`src/rtl/div_ctrl_if.sv`:
```
// Purpose: groups the execute-stage divide request, cancel, stall and result signals.
// Ports: master (pipeline) drives start/signed_div/a/b/annul; slave (divider) drives
//        stall_div/ready/result back to the pipeline and hazard unit.
interface div_ctrl_if;
  logic        start;
  logic        signed_div;
  logic [31:0] a;
  logic [31:0] b;
  logic        annul;
  logic        stall_div;
  logic        ready;
  logic [63:0] result;

  modport master (
    output start, signed_div, a, b, annul,
    input  stall_div, ready, result
  );

  modport slave (
    input  start, signed_div, a, b, annul,
    output stall_div, ready, result
  );
endinterface

```
`src/rtl/div_ctrl.sv`:
```
// Purpose: multi-cycle restoring radix-2 div/divu unit; 33 cycles start->ready, 2 for b==0.
// Ports: clk, rst (sync active-high); dif.slave carries start/signed_div/a/b/annul in and
//        stall_div (combinational), ready (one-cycle pulse) and result {HI=rem, LO=quo} out.
module div_ctrl (
  input  logic       clk,
  input  logic       rst,
  div_ctrl_if.slave  dif
);

  typedef enum logic [1:0] {IDLE, BUSY, DIVZERO, DONE} state_t;

  state_t      state_q, state_d;
  logic [4:0]  cnt_q;
  logic [31:0] rem_q;     // partial remainder
  logic [31:0] quo_q;     // dividend bits shift out the top, quotient bits shift in the bottom
  logic [31:0] dvs_q;
  logic        qneg_q, rneg_q;
  logic [63:0] result_q;

  logic        accept;
  logic        b_zero;
  logic [31:0] a_abs, b_abs;
  logic [32:0] shifted, diff;
  logic        qbit;
  logic [31:0] rem_nx, quo_nx, q_fin, r_fin;

  assign accept = (state_q == IDLE) & dif.start & ~dif.annul;
  assign b_zero = (dif.b == 32'd0);
  assign a_abs  = (dif.signed_div & dif.a[31]) ? -dif.a : dif.a;
  assign b_abs  = (dif.signed_div & dif.b[31]) ? -dif.b : dif.b;

  // One restoring step. shifted <= 2*dvs-1, so a non-negative difference always fits
  // in 32 bits and bit 32 is a clean borrow flag.
  assign shifted = {rem_q, quo_q[31]};
  assign diff    = shifted - {1'b0, dvs_q};
  assign qbit    = ~diff[32];
  assign rem_nx  = qbit ? diff[31:0] : shifted[31:0];
  assign quo_nx  = {quo_q[30:0], qbit};
  assign q_fin   = qneg_q ? -quo_nx : quo_nx;
  assign r_fin   = rneg_q ? -rem_nx : rem_nx;

  // State register
  always_ff @(posedge clk) begin
    if (rst) state_q <= IDLE;
    else     state_q <= state_d;
  end

  // Next-state logic; annul overrides everything and drops back to IDLE.
  always_comb begin
    state_d = state_q;
    case (state_q)
      IDLE:    if (accept) state_d = b_zero ? DIVZERO : BUSY;
      BUSY:    if (cnt_q == 5'd31) state_d = DONE;
      DIVZERO: state_d = DONE;
      DONE:    state_d = IDLE;
      default: state_d = IDLE;
    endcase
    if (dif.annul) state_d = IDLE;
  end

  // Outputs
  always_comb begin
    dif.stall_div = ~rst & ~dif.annul &
                    (((state_q == IDLE) & dif.start) | (state_q == BUSY) | (state_q == DIVZERO));
    dif.ready     = (state_q == DONE);
    dif.result    = result_q;
  end

  // Datapath
  always_ff @(posedge clk) begin
    if (rst) begin
      cnt_q    <= 5'd0;
      rem_q    <= 32'd0;
      quo_q    <= 32'd0;
      dvs_q    <= 32'd0;
      qneg_q   <= 1'b0;
      rneg_q   <= 1'b0;
      result_q <= 64'd0;
    end else if (!dif.annul) begin
      case (state_q)
        IDLE: if (accept) begin
          cnt_q  <= 5'd0;
          rem_q  <= 32'd0;
          // For divide-by-zero keep the raw dividend: it is returned verbatim in HI.
          quo_q  <= b_zero ? dif.a : a_abs;
          dvs_q  <= b_abs;
          qneg_q <= dif.signed_div & (dif.a[31] ^ dif.b[31]);
          rneg_q <= dif.signed_div & dif.a[31];
        end
        BUSY: begin
          rem_q <= rem_nx;
          quo_q <= quo_nx;
          cnt_q <= cnt_q + 5'd1;
          if (cnt_q == 5'd31) result_q <= {r_fin, q_fin};
        end
        DIVZERO: result_q <= {quo_q, 32'hFFFF_FFFF};
        default: ;
      endcase
    end
  end

endmodule

```
`src/flat_wrapper.sv`:
```
// flat-port wrapper written by rule: the top's interface ports become plain ports
module div_ctrl_flat 
  (clk, rst, dif_start, dif_signed_div, dif_a, dif_b, dif_annul, dif_stall_div, dif_ready, dif_result);
  div_ctrl_if dif_i ();
  input  logic clk;
  input  logic rst;
  input wire logic [$bits(dif_i.start)-1:0] dif_start;
  input wire logic [$bits(dif_i.signed_div)-1:0] dif_signed_div;
  input wire logic [$bits(dif_i.a)-1:0] dif_a;
  input wire logic [$bits(dif_i.b)-1:0] dif_b;
  input wire logic [$bits(dif_i.annul)-1:0] dif_annul;
  output wire logic [$bits(dif_i.stall_div)-1:0] dif_stall_div;
  output wire logic [$bits(dif_i.ready)-1:0] dif_ready;
  output wire logic [$bits(dif_i.result)-1:0] dif_result;
  assign dif_i.start = dif_start;
  assign dif_i.signed_div = dif_signed_div;
  assign dif_i.a = dif_a;
  assign dif_i.b = dif_b;
  assign dif_i.annul = dif_annul;
  assign dif_stall_div = dif_i.stall_div;
  assign dif_ready = dif_i.ready;
  assign dif_result = dif_i.result;
  div_ctrl u_core (.clk(clk), .rst(rst), .dif(dif_i));
endmodule
```
`config.mk`:
```
export PLATFORM = sky130hd
export DESIGN_NAME = div_ctrl_flat
export DESIGN_NICKNAME = d
export VERILOG_FILES = /design/src/rtl/div_ctrl_if.sv /design/src/rtl/div_ctrl.sv /design/src/flat_wrapper.sv
export SDC_FILE = /design/constraint.sdc
export NUM_CORES = 1
export LEC_CHECK = 0
export CORE_MARGIN = 2
export CORE_UTILIZATION = 61
export CTS_CLUSTER_DIAMETER = 50
export DETAILED_ROUTE_END_ITERATION = 10
export PLACE_DENSITY = 0.95
export SLEW_MARGIN = 5
export SYNTH_ARGS = -nofsm -noshare
export SYNTH_HDL_FRONTEND = slang
export SYNTH_SLANG_ARGS = --single-unit
```
`constraint.sdc`:
```
create_clock -name clk -period 12.25 [get_ports clk]
set_clock_uncertainty 0.05 [all_clocks]
set_input_delay 2.45 -clock clk [delete_from_list [all_inputs] [get_ports clk]]
set_output_delay 2.45 -clock clk [all_outputs]
set_load 0.02 [all_outputs]
```
==> load_flow_metrics.sql <==
INSERT INTO impl_metrics (metric_group, metric, value, unit) VALUES
('outcome', 'run_status', 'completed', ''),
('sta', 'max_slew.worst_pin.slew', '1140', 'ps'),
('floorplanning', 'ioPinCount', '135', ''),
('synthesis', 'postSynth.asyncResetShare', '0', '%'),
('finish', 'layout-area-overhead-vs-synth', '15.2', '%'),
('synthesis', 'post-synth-top-area-cell', 'sky130_fd_sc_hd__dfxtp_1', ''),
('sta', 'setup_tns', '0', 'ps'),
('pwr', 'worst_ir_drop_vdd', '0.0950', 'mV'),
('synthesis', 'syn_inst', '1604', ''),
('synthesis', 'postSynthRegisterBits', '169', ''),
('clock_tree', 'ctsRootBufferMaster', 'sky130_fd_sc_hd__clkbuf_16', ''),
('finish', 'num-nets-final', '1772', ''),
('drt', 'first_iter_violations', '1536', ''),
('placed_design', 'routability_driven_placement_congestion_ratio', '1.04', ''),
('clock_tree', 'cts_num_sinks', '169', ''),
('clock_tree', 'tritoncts', 'yes', ''),
('worst_setup_path', 'critPathRequiredTime', '9750', 'ps'),
('global_routing', 'grt_start_max_net_pins', '77', ''),
('synthesis', 'synth_area', '12100', 'sq um'),
('worst_setup_path', 'reg2reg_slack', '6670', 'ps'),
('sta', 'rsz0062_at_grt', 'no', ''),
('global_routing', 'via_count_of_the_first_global_routing_pass', '11800', ''),
('sta', 'final.period_utilization', '55.7', '%'),
('placed_design', 'dp_cells', '1905', ''),
('clock_tree', 'worst_skew_pair.late_latency', '440', 'ps'),
('floorplanning', 'initial_core_util', '62.1', '%'),
('drt', 'detail_route.wl_per_cell', '19.5', 'microns'),
('synthesis', 'synthDistinctLibCells', '76', ''),
('placed_design', 'port-buffer-count', '134', ''),
('clock_tree', 'cts_inserted_buffers', '17', ''),
('sta', 'drv_slew', '0', ''),
('sta', 'finalHoldViolations', '0', ''),
('floorplanning', 'chipWidth', '145', 'microns'),
('sta', 'max_freq', '0.147', 'GHz'),
('clock_tree', 'cts_resized', '0', ''),
('synthesis', 'yosys-top-cells-area', 'sky130_fd_sc_hd__dfxtp_1, sky130_fd_sc_hd__nor2_1, sky130_fd_sc_hd__xor2_1, sky130_fd_sc_hd__a211oi_1, sky130_fd_sc_hd__ha_1', ''),
('drt', 'post-route-drc-count', '0', ''),
('pwr', 'cellPowerDensity', '108', 'nW/um^2'),
('sta', 'timing.final.setup_violations', '0', ''),
('drt', 'routed-via-count', '12800', ''),
('sta', 'min_period', '6820', 'ps'),
('worst_setup_path', 'worstSetupPathType', 'input port to output port', ''),
('finish', 'ratio_of_cells_with_drive_above_1_in_the_final_layout', '4.37', '%'),
('pwr', 'power_leakage', '5.13', 'nW'),
('global_routing', 'gr-total-overflow', '0', ''),
('floorplanning', 'die-area', '21000', 'sq um'),
('clock_tree', 'clock_tree.buffer_depth', '2', ''),
('synthesis', 'ys.flop_type', 'sky130_fd_sc_hd__dfxtp_1', ''),
('clock_tree', 'cts_hold_repair_buffers', '0', ''),
('drt', 'route.final.wire_length', '37800', 'microns'),
('global_routing', 'grt.met1_usage', '45.8', '%'),
('global_routing', 'globalRouteMet3Util', '8.39', '%'),
('worst_setup_path', 'cp_max_fo', '10', ''),
('floorplanning', 'floorplan.die.height', '145', 'microns'),
('floorplanning', 'floorplan.core_area', '19500', 'sq um'),
('worst_setup_path', 'worstSetupEndpointType', 'output port', ''),
('clock_tree', 'cts.clk_slew.worst_paths', '70', 'ps'),
('global_routing', 'grt_first_pass_wirelength', '59000', 'microns'),
('global_routing', 'grt_util_all_layers', '35.4', '%'),
('drt', 'avgViaCountPerCell', '6.62', ''),
('clock_tree', 'ctsHtreeMaxLevel', '4', ''),
('global_routing', 'grt_util_met2', '55.9', '%'),
('drt', 'drt_pass_1_iters', '6', ''),
('drt', 'number_of_antenna_violating_nets_in_the_routed_design', '0', ''),
('worst_setup_path', 'crit_arrival', '4320', 'ps'),
('synthesis', 'yosys_warnings', '0', ''),
('worst_setup_path', 'critical_path.startpoint_type', 'input port', ''),
('synthesis', 'synth_enable_flop_cells', '0', ''),
('clock_tree', 'postCtsSetupBuffers', '0', ''),
('flow_run', 'max-cap-violations', '0', ''),
('hold_path', 'hold_path.class', 'flip-flop to flip-flop', ''),
('placed_design', 'dpl.hpwl', '27300', 'microns'),
('global_routing', 'gr-max-usage-layer', 'met2', ''),
('synthesis', 'avgSynthCellArea', '7.54', 'sq um'),
('finish', 'antenna-diode-count', '0', ''),
('sta', 'slew-limit-headroom', '23.9', '%'),
('global_routing', 'grt_antenna_before_repair', '2', ''),
('synthesis', 'synth_top_area_share', '28.0', '%'),
('finish', 'instances_no_fill', '1937', ''),
('floorplanning', 'core.rowCount', '51', ''),
('synthesis', 'synth.net_count', '1717', ''),
('synthesis', 'ys_seq_area_share', '28.0', '%');
[worst max-delay path, stage by stage]
cell and delay [ps]:
sky130_fd_sc_hd__clkdlybuf4s50_1 590, sky130_fd_sc_hd__nand3b_1 400, sky130_fd_sc_hd__a21oi_1 240, sky130_fd_sc_hd__clkdlybuf4s50_1 630
[metrics by stage]
step / hold WS, ps / setup WS (ps) / area [sq um] / power [mW] / util (%)
after floorplan: 382 / 6370 / 12100 / 0.861 / -
after global placement: 393 / 5560 / 13400 / 0.969 / 68.7
after detailed placement: 410 / 5430 / 13400 / 0.980 / 68.7
after CTS: 415 / 5420 / 13900 / 1.48 / 71.6
after global routing: 453 / 5310 / 13900 / 1.55 / 71.6
final: 417 / 5430 / 13900 / 1.50 / 71.6
[sequential cells by signal (all words and copies together) (netlist names)]
name,flops
u_core.qneg_q,1
u_core.state_q,2
u_core.quo_q,32
u_core.cnt_q,5
u_core.dvs_q,32
u_core.rem_q,32
u_core.dif.result,64
u_core.rneg_q,1
[cell usage in the layout (no fill, tap or decap), types with 14 or more instances in the layout]
master,count
sky130_fd_sc_hd__a21o_1,16
sky130_fd_sc_hd__o41ai_1,17
sky130_fd_sc_hd__o31ai_1,28
sky130_fd_sc_hd__nand4_1,14
sky130_fd_sc_hd__nand3b_1,32
sky130_fd_sc_hd__clkdlybuf4s50_1,133
sky130_fd_sc_hd__or4_1,15
sky130_fd_sc_hd__nor3_1,55
sky130_fd_sc_hd__nor4_1,21
sky130_fd_sc_hd__clkbuf_16,17
sky130_fd_sc_hd__dfxtp_1,169
sky130_fd_sc_hd__a31oi_1,19
sky130_fd_sc_hd__o21ai_0,99
sky130_fd_sc_hd__and3_1,14
sky130_fd_sc_hd__a211oi_1,89
sky130_fd_sc_hd__inv_1,55
sky130_fd_sc_hd__mux2i_1,28
sky130_fd_sc_hd__nand3_1,29
sky130_fd_sc_hd__or3_1,17
sky130_fd_sc_hd__a22oi_1,16
sky130_fd_sc_hd__xor2_1,79
sky130_fd_sc_hd__o22ai_1,14
sky130_fd_sc_hd__nor2_1,194
sky130_fd_sc_hd__xnor2_1,52
sky130_fd_sc_hd__a21oi_1,97
sky130_fd_sc_hd__ha_1,43
sky130_fd_sc_hd__nand2_1,139
[kinds of logic after synthesis]
logic type | after synthesis | synth area share (%)
simple gates | 582 | 23.1
compound gates | 479 | 26.2
flops | 169 | 28.0
buf+inv | 165 | 5.70
xor+xnor | 131 | 9.49
fa+ha+maj | 44 | 4.62
mux | 34 | 2.88
[per-layer routing]
layer	vias to the layer above	routed length, microns
met5	-	0
met4	0	1550
met3	153	4070
met2	761	17200
met1	5958	15000
li1	5954	-
[cell usage after synthesis, drive strengths merged (32+ instances only)]
| cell | number |
|---|---|
| clkbuf | 81 |
| nor2 | 197 |
| dfxtp | 169 |
| nand2 | 139 |
| xnor2 | 52 |
| o21ai | 107 |
| xor2 | 79 |
| a211oi | 91 |
| nand3b | 32 |
| ha | 43 |
| nor3 | 55 |
| a21oi | 100 |
| inv | 56 |
[final timing paths]
path                                 startpoint                                  to  cells past startpoint
setup / recovery                      dif_annul                       dif_stall_div                      4
hold / removal     u_core.cnt_q[4]$_SDFFE_PP0P_        u_core.cnt_q[4]$_SDFFE_PP0P_                      2
setup reg to reg  u_core.quo_q[31]$_SDFFE_PP0P_  u_core.dif.result[58]$_SDFFE_PP0P_                     19
hold reg to reg    u_core.cnt_q[4]$_SDFFE_PP0P_        u_core.cnt_q[4]$_SDFFE_PP0P_                      2
[final cells by class]
type	count	area, sq um
multi-input cells	1270	8030
fillers	1481	5540
flip-flops and latches	169	3380
repair buffers	145	1420
clock buffers	19	433
well taps	265	332
inverters	56	210
clock inverters	13	114
[where the power goes]
group	leakage [nW]	switching [mW]	internal [mW]	total, mW
Sequential	1.37	0.0361	0.575	0.611
Combinational	3.49	0.231	0.142	0.373
Clock	0.269	0.249	0.266	0.515
Total	5.13	0.516	0.983	1.50
No activity file was read; power rests on OpenSTA's default activity.
